## config.mk

```make
export PLATFORM = sky130hd
export DESIGN_NAME = uart_rx_ctrl
export DESIGN_NICKNAME = d
export VERILOG_FILES = /design/src/rtl/uart_rx_ctrl.sv
export SDC_FILE = /design/constraint.sdc
export NUM_CORES = 1
export LEC_CHECK = 0
export ABC_AREA = 0
export CORE_MARGIN = 4
export CORE_UTILIZATION = 54
export CTS_CLUSTER_SIZE = 16
export DETAILED_ROUTE_END_ITERATION = 12
export GPL_TIMING_DRIVEN = 0
export MAX_ROUTING_LAYER = met4
export PLACE_DENSITY = 0.78
export SYNTH_ARGS = -nofsm -noshare
export SYNTH_HDL_FRONTEND = slang
export SYNTH_SLANG_ARGS = --single-unit
```

## constraint.sdc

```tcl
create_clock -name clk_i -period 2.7 [get_ports clk_i]
set_input_delay 0.54 -clock clk_i [delete_from_list [all_inputs] [get_ports clk_i]]
set_output_delay 0.54 -clock clk_i [all_outputs]
set_load 0.01 [all_outputs]
```

## src/rtl/uart_rx_ctrl.sv

```systemverilog
// 16x-oversampling UART receiver front end: synchronizer, baud prescaler and
// frame FSM that emits one majority-voted sample strobe per bit plus frame status.
module uart_rx_ctrl #(
    parameter logic VERIFY_ON   = 1'b0,
    parameter logic VERIFY_EVEN = 1'b0
) (
    input  logic        clk_i,
    input  logic        resetn_i,
    input  logic        uart_rx_i,
    input  logic [15:0] baud_div_i,
    output logic        sample_en_o,
    output logic        sample_bit_o,
    output logic [1:0]  phase_o,
    output logic [2:0]  bit_idx_o,
    output logic        busy_o,
    output logic        frame_done_o,
    output logic        frame_err_o,
    output logic        parity_err_o
);

    typedef enum logic [2:0] {
        ST_IDLE   = 3'd0,
        ST_START  = 3'd1,
        ST_DATA   = 3'd2,
        ST_PARITY = 3'd3,
        ST_STOP   = 3'd4
    } state_e;

    localparam logic [1:0] PH_START  = 2'd0;
    localparam logic [1:0] PH_DATA   = 2'd1;
    localparam logic [1:0] PH_PARITY = 2'd2;
    localparam logic [1:0] PH_STOP   = 2'd3;

    function automatic logic maj3(input logic a, input logic b, input logic c);
        return (a & b) | (a & c) | (b & c);
    endfunction

    // acc already holds the XOR of all data bits; adding the parity bit must
    // land on 0 for even parity and 1 for odd parity.
    function automatic logic parity_ok(input logic acc, input logic pbit);
        return (acc ^ pbit) == (VERIFY_EVEN ? 1'b0 : 1'b1);
    endfunction

    logic        rx_meta_q, rx_meta_d;
    logic        rx_sync_q, rx_sync_d;
    logic [15:0] cnt_q, cnt_d;
    state_e      state_q, state_d;
    logic [3:0]  os_cnt_q, os_cnt_d;
    logic [2:0]  bit_cnt_q, bit_cnt_d;
    logic        acc_q, acc_d;
    logic        par_mis_q, par_mis_d;
    logic [1:0]  cap_q, cap_d;
    logic        sample_en_q, sample_en_d;
    logic        sample_bit_q, sample_bit_d;
    logic [1:0]  phase_q, phase_d;
    logic [2:0]  bit_idx_q, bit_idx_d;
    logic        busy_q, busy_d;
    logic        frame_done_q, frame_done_d;
    logic        frame_err_q, frame_err_d;
    logic        parity_err_q, parity_err_d;

    logic        tick_s;
    logic        maj_s;

    // The >= compare lets a shrinking baud_div_i restart the count cleanly.
    assign tick_s = (cnt_q >= baud_div_i);
    // Third vote is the live synchronized line on the os_cnt=9 tick.
    assign maj_s  = maj3(cap_q[0], cap_q[1], rx_sync_q);

    // Next-state logic for synchronizer, prescaler, frame FSM and output strobes.
    always_comb begin
        rx_meta_d    = uart_rx_i;
        rx_sync_d    = rx_meta_q;
        cnt_d        = tick_s ? 16'd0 : (cnt_q + 16'd1);
        state_d      = state_q;
        os_cnt_d     = os_cnt_q;
        bit_cnt_d    = bit_cnt_q;
        acc_d        = acc_q;
        par_mis_d    = par_mis_q;
        cap_d        = cap_q;
        sample_en_d  = 1'b0;
        sample_bit_d = 1'b0;
        phase_d      = PH_START;
        bit_idx_d    = 3'd0;
        frame_done_d = 1'b0;
        frame_err_d  = 1'b0;
        parity_err_d = 1'b0;

        if (!tick_s) begin
            state_d = state_q;
        end else if (state_q == ST_IDLE) begin
            if (!rx_sync_q) begin
                state_d   = ST_START;
                os_cnt_d  = 4'd0;
                bit_cnt_d = 3'd0;
                acc_d     = 1'b0;
                par_mis_d = 1'b0;
            end else begin
                state_d = ST_IDLE;
            end
        end else begin
            os_cnt_d = os_cnt_q + 4'd1;
            if (os_cnt_q == 4'd7) begin
                cap_d[0] = rx_sync_q;
            end else if (os_cnt_q == 4'd8) begin
                cap_d[1] = rx_sync_q;
            end else begin
                cap_d = cap_q;
            end

            if (os_cnt_q == 4'd9) begin
                case (state_q)
                    ST_START: begin
                        if (maj_s) begin
                            state_d = ST_IDLE;
                        end else begin
                            sample_en_d  = 1'b1;
                            sample_bit_d = maj_s;
                            phase_d      = PH_START;
                        end
                    end
                    ST_DATA: begin
                        sample_en_d  = 1'b1;
                        sample_bit_d = maj_s;
                        phase_d      = PH_DATA;
                        bit_idx_d    = bit_cnt_q;
                        acc_d        = acc_q ^ maj_s;
                    end
                    ST_PARITY: begin
                        sample_en_d  = 1'b1;
                        sample_bit_d = maj_s;
                        phase_d      = PH_PARITY;
                        par_mis_d    = ~parity_ok(acc_q, maj_s);
                    end
                    ST_STOP: begin
                        // Leave at the bit centre so a following start edge is not missed.
                        sample_en_d  = 1'b1;
                        sample_bit_d = maj_s;
                        phase_d      = PH_STOP;
                        frame_done_d = 1'b1;
                        frame_err_d  = ~maj_s;
                        parity_err_d = par_mis_q;
                        state_d      = ST_IDLE;
                    end
                    default: begin
                        state_d = ST_IDLE;
                    end
                endcase
            end else if (os_cnt_q == 4'd15) begin
                case (state_q)
                    ST_START: begin
                        state_d = ST_DATA;
                    end
                    ST_DATA: begin
                        bit_cnt_d = bit_cnt_q + 3'd1;
                        if (bit_cnt_q == 3'd7) begin
                            state_d = VERIFY_ON ? ST_PARITY : ST_STOP;
                        end else begin
                            state_d = ST_DATA;
                        end
                    end
                    ST_PARITY: begin
                        state_d = ST_STOP;
                    end
                    default: begin
                        state_d = state_q;
                    end
                endcase
            end else begin
                state_d = state_q;
            end
        end

        busy_d = (state_d != ST_IDLE);
    end

    // State and output registers; asynchronous reset returns everything to idle.
    always_ff @(posedge clk_i or negedge resetn_i) begin
        if (!resetn_i) begin
            rx_meta_q    <= 1'b1;
            rx_sync_q    <= 1'b1;
            cnt_q        <= 16'd0;
            state_q      <= ST_IDLE;
            os_cnt_q     <= 4'd0;
            bit_cnt_q    <= 3'd0;
            acc_q        <= 1'b0;
            par_mis_q    <= 1'b0;
            cap_q        <= 2'b00;
            sample_en_q  <= 1'b0;
            sample_bit_q <= 1'b0;
            phase_q      <= 2'd0;
            bit_idx_q    <= 3'd0;
            busy_q       <= 1'b0;
            frame_done_q <= 1'b0;
            frame_err_q  <= 1'b0;
            parity_err_q <= 1'b0;
        end else begin
            rx_meta_q    <= rx_meta_d;
            rx_sync_q    <= rx_sync_d;
            cnt_q        <= cnt_d;
            state_q      <= state_d;
            os_cnt_q     <= os_cnt_d;
            bit_cnt_q    <= bit_cnt_d;
            acc_q        <= acc_d;
            par_mis_q    <= par_mis_d;
            cap_q        <= cap_d;
            sample_en_q  <= sample_en_d;
            sample_bit_q <= sample_bit_d;
            phase_q      <= phase_d;
            bit_idx_q    <= bit_idx_d;
            busy_q       <= busy_d;
            frame_done_q <= frame_done_d;
            frame_err_q  <= frame_err_d;
            parity_err_q <= parity_err_d;
        end
    end

    assign sample_en_o  = sample_en_q;
    assign sample_bit_o = sample_bit_q;
    assign phase_o      = phase_q;
    assign bit_idx_o    = bit_idx_q;
    assign busy_o       = busy_q;
    assign frame_done_o = frame_done_q;
    assign frame_err_o  = frame_err_q;
    assign parity_err_o = parity_err_q;

endmodule

```

# Word-level counts from Yosys, hierarchy flattened
# Cells that the tools add are included.
# totals
register_bits	43
rom_bits	0
word_cells	110
inputBits	19
n_memories	0
mem_bits_rw	0
latch_bits	0
# op_classes
n_mux	53
n_addsub	3
reduce_logical	14
multipliers	0
bitwise	10
magnitude_cmp	1
eq_ne	11
div_mod_pow	0
shifts	0
# op_table
cell	n
$mux W3	15
$mux W1	28
$add A16 B1 Y16 const B	1
$ge A16 B16 Y1	1
$mux W16	1
$eq A4 B4 Y1 const B	3
$reduce_and A4 Y1	3
$pmux W3 S3	1
$mux W4	2
$reduce_bool A2 Y1	4
$eq A3 B2 Y1 const B	2
$eq A3 B3 Y1 const B	2
$mux W2	3
$pmux W2 S3	1
$pmux W3 S2	1
$reduce_and A5 Y1	1
$add A4 B1 Y4 const B	1
$eq A4 B3 Y1 const B	1
$ne A2 B2 Y1 const B	2
$not A1 Y1	4
$add A3 B1 Y3 const B	1
$and A1 B1 Y1	3
$eq A3 B1 Y1 const B	1
$logic_not A3 Y1	1
8 further kinds	9

# Depth between registers and ports, before layout
# Gate-level depths: netlist of run 1.
# depth
depth_word	9
mapped_depth	9

# Worst setup path before layout of run 1
# OpenSTA, ideal clock, no wires.
# synth_timing
path_type	in2reg
startpoint	in baud_div_i[15]
endpoint	reg os_cnt_q[2]
stages	8
setup_ns	0.126
n_path_buf	1
t_arrival_ns	2.538
path_slack_ns	0.036
path_cell_list	inv_1 > ha_1 > nand4_2 > or3_1 > or4_1 > buf_2 > a32o_2 > a221o_1
# synth_between
elab_chain_cells	2
# synth_lines
item	line_no	text
start: declaration	10	input logic [15:0] baud_div_i,
$ge A16 B16 Y1	66	assign tick_s = (cnt_q >= baud_div_i);
$reduce_and A2 Y1 (no line)	n/a	
end signal: assignment	202	os_cnt_q <= os_cnt_d;
end: declaration	48	logic [3:0] os_cnt_q, os_cnt_d;
# No other way between the ends.
# A chain may end at the register's enable or synchronous reset.

# Final worst setup path of run 1
# layout_timing
startpoint	in baud_div_i[13]
endpoint	reg os_cnt_q[2]
# Same word-level chain as after synthesis.

==> results of run 1 <==
[what timing repair did]
action / CTS / global route
setup endpoints to repair: 41 / 26
buffers inserted: 2 / 1
pin swaps: 16 / 2
gates resized for setup: 41 / 5
[routing by layer]
layer,vias up,wire [um]
met5,-,0
met4,0,91
met3,10,288
met2,56,2720
met1,991,2400
li1,995,-
[power breakdown]
part / leakage (nW) / switching (mW) / internal (mW) / total [mW]
Combinational: 0.778 / 0.433 / 0.383 / 0.816
Clock: 0.0422 / 0.206 / 0.182 / 0.387
Sequential: 0.549 / 0.134 / 0.764 / 0.898
[final cells by class]
cell class / instances / share of cell area, %
Inverter: 26 / 3.10
Sequential cell: 43 / 34.3
Tap cell: 52 / 2.07
Clock buffer: 7 / 2.43
Buffer: 6 / 0.994
Multi-Input combinational cell: 182 / 47.0
Clock inverter: 1 / 0.159
Timing Repair Buffer: 33 / 9.94
[synthesized netlist by cell type (2+ instances only)]
master	count	share of area [%]
dfrtp_1	41	41
a22o_1	2	0.70
and2_1	3	0.75
nand2b_1	3	0.75
a22oi_1	2	0.60
nor3b_1	3	0.90
o2bb2ai_1	2	0.70
nor2_1	25	3.7
inv_1	25	3.7
nor4_1	4	1.0
or4_1	2	0.60
buf_2	3	0.60
o21ai_0	6	1.2
a31oi_1	4	1.0
nand3_1	13	2.6
o21a_1	3	0.90
xnor2_1	12	4.2
or3_1	3	0.75
a21oi_1	7	1.4
nor2b_1	3	0.75
and3_1	8	2.0
a21boi_0	2	0.60
mux2_2	3	1.3
a311oi_1	2	0.70
clkbuf_1	4	0.60
a32o_1	4	1.6
nor3_1	7	1.4
a2111oi_0	2	0.70
nand4_1	4	1.0
ha_1	22	11
nand4b_1	2	0.70
xor2_1	5	1.7
nand2_1	10	1.5
dfstp_2	2	2.1
[worst max-delay path, cell delays in order]
cell and delay [ns]:
dlygate4sd2_1 0.23, inv_2 0.05, ha_4 0.28, nand4_4 0.11
or3_4 0.38, or4_4 0.59, a32o_2 0.34, a221o_1 0.31
[stage by stage]
stage                     area, um^2  setup WS, ns  TNS [ns]  total power, mW  std cells
after global routing            3150       0.00911         0             2.27        350
final                           3150        0.0417         0             2.10        350
after global placement          2860        -0.615    -20.78             1.57        339
after detailed placement        2870        -0.680    -21.87             1.60        340
after floorplan                 2500        0.0364         0             1.39        258
after CTS                       3120        0.0387         0             2.07        350
[worst paths after layout]
path / slack [ns] / depth (start not counted) / startpoint / to
hold / removal: 0.17 / 1 / resetn_i / bit_cnt_q[0]
min in group clk_i: 0.36 / 0 / rx_meta_q / rx_sync_q
setup reg to reg: 0.09 / 6 / cnt_q[13] / os_cnt_q[2]
max in group asynchronous: 1.97 / 2 / resetn_i / rx_meta_q
hold reg to reg: 0.36 / 0 / rx_meta_q / rx_sync_q
setup / recovery: 0.04 / 8 / baud_div_i[13] / os_cnt_q[2]
[kinds of logic (layout without fill, tap and decap cells)]
kind of cell / after synthesis / in the layout
simple gates: 93 / 93
compound gates: 45 / 45
flops: 43 / 43
buf+inv: 33 / 73
fa+ha+maj: 23 / 23
xor+xnor: 17 / 17
mux: 4 / 4
[registers in the layout (all words and copies together), names as in the netlist]
signal / cells
acc_q: 1
bit_cnt_q: 3
bit_idx_o: 3
busy_o: 1
cap_q: 2
cnt_q: 16
frame_done_o: 1
frame_err_o: 1
os_cnt_q: 4
par_mis_q: 1
parity_err_o: 1
phase_o: 2
rx_meta_q: 1
rx_sync_q: 1
sample_bit_o: 1
sample_en_o: 1
state_q: 3
==> flow_metrics.tcl, run 1 <==
set metrics [dict create \
    synth_top_family_by_area "simple AND/OR/NAND/NOR gates" \
    die_w_um 76.1 \
    ant_nets 0 \
    worstSetupStartpointType "input port" \
    grt_pass1_wl_um 9580 \
    fill_cells 358 \
    root_buffer "clkbuf_8" \
    layout_commonest_cell "dfrtp_1" \
    slew_headroom_pct 42.5 \
    p_leak_nw 1.37 \
    drc_errors 0 \
    fp.dieH_um 76.1 \
    synth-compound-area-share_pct 13.2 \
    worst_skew_pair.late_latency_ns 0.29 \
    cts_buffers 5 \
    critPathKind "input port to flop" \
    clk_path_buf_depth 2 \
    wl_um 5500 \
    start_util_pct 56.7 \
    ys_ff_latch 43 \
    setup_viol 0 \
    min_period_ns 2.66 \
    dr.pass1.iters 4 \
    routabilityCongestion 0.943 \
    cp.arrival_ns 2.84 \
    synth_area_per_cell_um2 9.70 \
    layout_common_cells "40 x dfrtp_1, 25 x nor2_1, 16 x inv_1, 16 x clkdlybuf4s50_1, 13 x ha_1" \
    syn_to_final_growth_pct 25.6 \
    syn_area_um2 2500 \
    dp_hpwl_um 3830 \
    hold_violations 0 \
    ys_seq_area_share_pct 43.1 \
    multi_input_area_um2 1480 \
    tightestPinTransition_ns 0.854 \
    post-route-util_pct 71.3 \
    grt_use_met3_pct 3.66 \
    crit_fanout 8 \
    grtUsageTotal_pct 20.4 \
    rsz0062_at_grt "no" \
    grt.overflow.total 0 \
    boundaryPins 30 \
    cap_violations 0 \
    seq_area_um2 1080 \
    antenna_found_initial 0 \
    vdd_drop_max_v 0.000478 \
    slew_viol_final 0 \
    drt_iter0_drc 155 \
    antenna_cells 0 \
    cp-end-kind "flop" \
    grt_max_degree 26 \
    syn-num-nets 299 \
    die_area_um2 5790 \
    synthXorXnorAreaFrac_pct 5.95 \
    ctsHoldBuffers 0 \
    synthAdderAreaFrac_pct 11.4 \
    yosysUniqueCellTypes 49 \
    synth_flop_cell "dfrtp_1" \
    period_share_pct 98.5 \
    rows 24 \
    grtUsageMet2_pct 32.4 \
    max_freq_ghz 0.376 \
    ys_warn_count 0 \
    grt_pass1_vias 1984 \
    drive_above_1_share_pct 16.1 \
    core_um2 4410 \
    port_buffers 29 \
    skew_ns 0.00598 \
    muxShareOfSynthArea_pct 1.75 \
    route.vias.total 2052 \
    power_density_nw_per_um2 668 \
    wire_per_inst_um 15.7 \
    status "finished, final reports clean" \
    tritoncts "built" \
    grtUsageMet1_pct 26.5 \
    htree_levels 2 \
    synthCells 258 \
    crit_required_ns 2.88 \
    synth-async-reset-ratio_pct 100 \
    busiest_layer "met2" \
    yosys.area_share.simple_pct 19.5 \
    cts_sinks 43 \
    viasPerCell 5.86 \
    synth_edf_count 0 \
    hp-class "input port to async pin" \
    whs_ns 0.173 \
    fin_nets 338 \
    clk_pin_slew_ns 0.08 \
]
Note: power is estimated with default switching activity, not from simulation.
==> inputs of run 2 (changes only) <==
- CORE_MARGIN: 4 -> 3
==> run 2 against run 1 <==
Hold slack lost 0.016 ns. Fmax is 1.5% higher. Sequential cell count unchanged. Non-clock buffer count is 3 higher. Routed wire length increased by 2.5%. Final area up 2.4%. Sequential share of layout area shrank 0.68 points. Count of clock-buffer cells in the layout shrank 1. Final cell count grew 0.86%. Highest routed layer unchanged.
==> flow_metrics.tcl, run 2 (synthesis results as in run 1) <==
set metrics [dict create \
    hold_violations 0 \
    slew_headroom_pct 58.1 \
    finalWorstSetupSlack_ns 0.0799 \
    layout_common_cells "37 x dfrtp_1, 25 x nor2_1, 16 x inv_1, 16 x clkdlybuf4s50_1, 13 x ha_1" \
    routabilityCongestion 0.977 \
    cts_buffers 5 \
    fp.dieH_um 74.1 \
    fill_cells 346 \
    largest-register "cnt_q" \
    grt_max_degree 27 \
    wl_um 5630 \
    boundaryPins 30 \
    grt_pass1_wl_um 9380 \
    status "finished, final reports clean" \
    multi_input_area_um2 1480 \
    setup_tns_ns 0 \
    die_area_um2 5490 \
    power_density_nw_per_um2 722 \
    dp_hpwl_um 3790 \
    start_util_pct 56.7 \
    final_area_um2 3220 \
    ctsHoldBuffers 0 \
    syn_to_final_growth_pct 28.6 \
    wire_per_inst_um 16.0 \
    r2r.worst_path.cells 6 \
    drive_above_1_share_pct 18.6 \
    cp.arrival_ns 2.81 \
    vdd_drop_max_v 0.000419 \
    dr.pass1.iters 4 \
    grtUsageMet2_pct 37.3 \
    drt_iter0_drc 157 \
    grtUsageTotal_pct 22.9 \
    ant_nets 0 \
    route.vias.total 2072 \
    busiest_layer "met2" \
    grt_use_met3_pct 5.81 \
    cp-end-kind "flop" \
    slew_viol_final 0 \
    tritoncts "built" \
    worstSetupStartpointType "input port" \
    setup_viol 0 \
    clk_path_buf_depth 2 \
    reg_top3 "cnt_q (16), os_cnt_q (4)" \
    die_w_um 74.1 \
    skew_ns 0.00661 \
    fin_cells 353 \
    antenna_found_initial 0 \
    p_leak_nw 1.41 \
    clk_pin_slew_ns 0.07 \
    max_freq_ghz 0.382 \
    cts_sinks 43 \
    core_um2 4410 \
    largest_reg_flops 16 \
    crit_fanout 10 \
    layout_commonest_cell "dfrtp_1" \
    tightestPinTransition_ns 0.623 \
    critPathKind "input port to flop" \
    p_total_mw 2.32 \
    drc_errors 0 \
    hp-class "input port to async pin" \
    grtUsageMet1_pct 27.9 \
    seq_area_um2 1080 \
    crit_required_ns 2.89 \
    dp_cells 340 \
    period_share_pct 97.0 \
    antenna_cells 0 \
    fin_nets 341 \
    rows 24 \
    viasPerCell 5.87 \
    root_buffer "clkbuf_8" \
    dpl_worst_slack_ns -0.665 \
    grt.overflow.total 0 \
    cap_violations 0 \
    placed_area_um2 2870 \
    grt_pass1_vias 2041 \
    min_period_ns 2.62 \
    worst_skew_pair.late_latency_ns 0.30 \
    htree_levels 2 \
    port_buffers 29 \
]
run 2: cell count changes in the layout (fill, tap and decap cells not counted), moves of 2 or more:
cell       delta
buf_4         +3
dfrtp_1       -3
dfrtp_2       +3
bufinv_16     +2
run 2: path summary, 6_finish.rpt:
check / start / endpoint / slack [ns]
worst max register to register: cnt_q[7] / os_cnt_q[2] / 0.18
worst min-delay path: resetn_i / cnt_q[15] / 0.16
worst min register to register: rx_meta_q / rx_sync_q / 0.36
min in group clk_i: rx_meta_q / rx_sync_q / 0.36
max in group asynchronous: resetn_i / rx_sync_q / 2.00
worst max-delay path: baud_div_i[0] / bit_cnt_q[1] / 0.08
run 2: cell type report:
type / instances / share of cell area [%]
clock buffers: 6 / 2.25
clock inverters: 2 / 1.86
plain buffers: 6 / 0.855
repair buffers: 36 / 10.5
multi-input cells: 182 / 45.8
inverters: 26 / 3.03
well taps: 52 / 2.02
flip-flops and latches: 43 / 33.6
run 2: critical path, cell delays in order:
cell	delay [ns]
clkdlybuf4s50_1	0.42
ha_1	0.28
nand2b_1	0.19
a2111oi_4	0.43
or4_4	0.27
nand3_2	0.16
buf_4	0.26
a32o_1	0.26
run 2: routing by layer:
metal	up-vias	routed length, um
met4	0	75
met2	54	2860
met3	8	279
met5	-	0
met1	1003	2420
li1	1007	-
run 2: through the flow:
step	utilization [%]	hold slack, ns
6_report	73.0	0.157
5_1_grt	73.0	0.175
4_1_cts	71.9	0.171
3_5_place_dp	65.1	0.350
3_3_place_gp	64.8	0.345
2_1_floorplan	-	0.244
run 2: report_power, final:
part | leakage [nW] | internal, mW | switching [mW]
clock network | 0.0654 | 0.370 | 0.220
logic | 0.796 | 0.387 | 0.445
registers | 0.545 | 0.766 | 0.137
total | 1.41 | 1.52 | 0.803
run 2: repair_timing:
item	CTS	global route
hold endpoints to repair	0	0
setup buffers	2	4
pin swaps	18	3
setup endpoints to repair	41	17
resized for setup	42	7
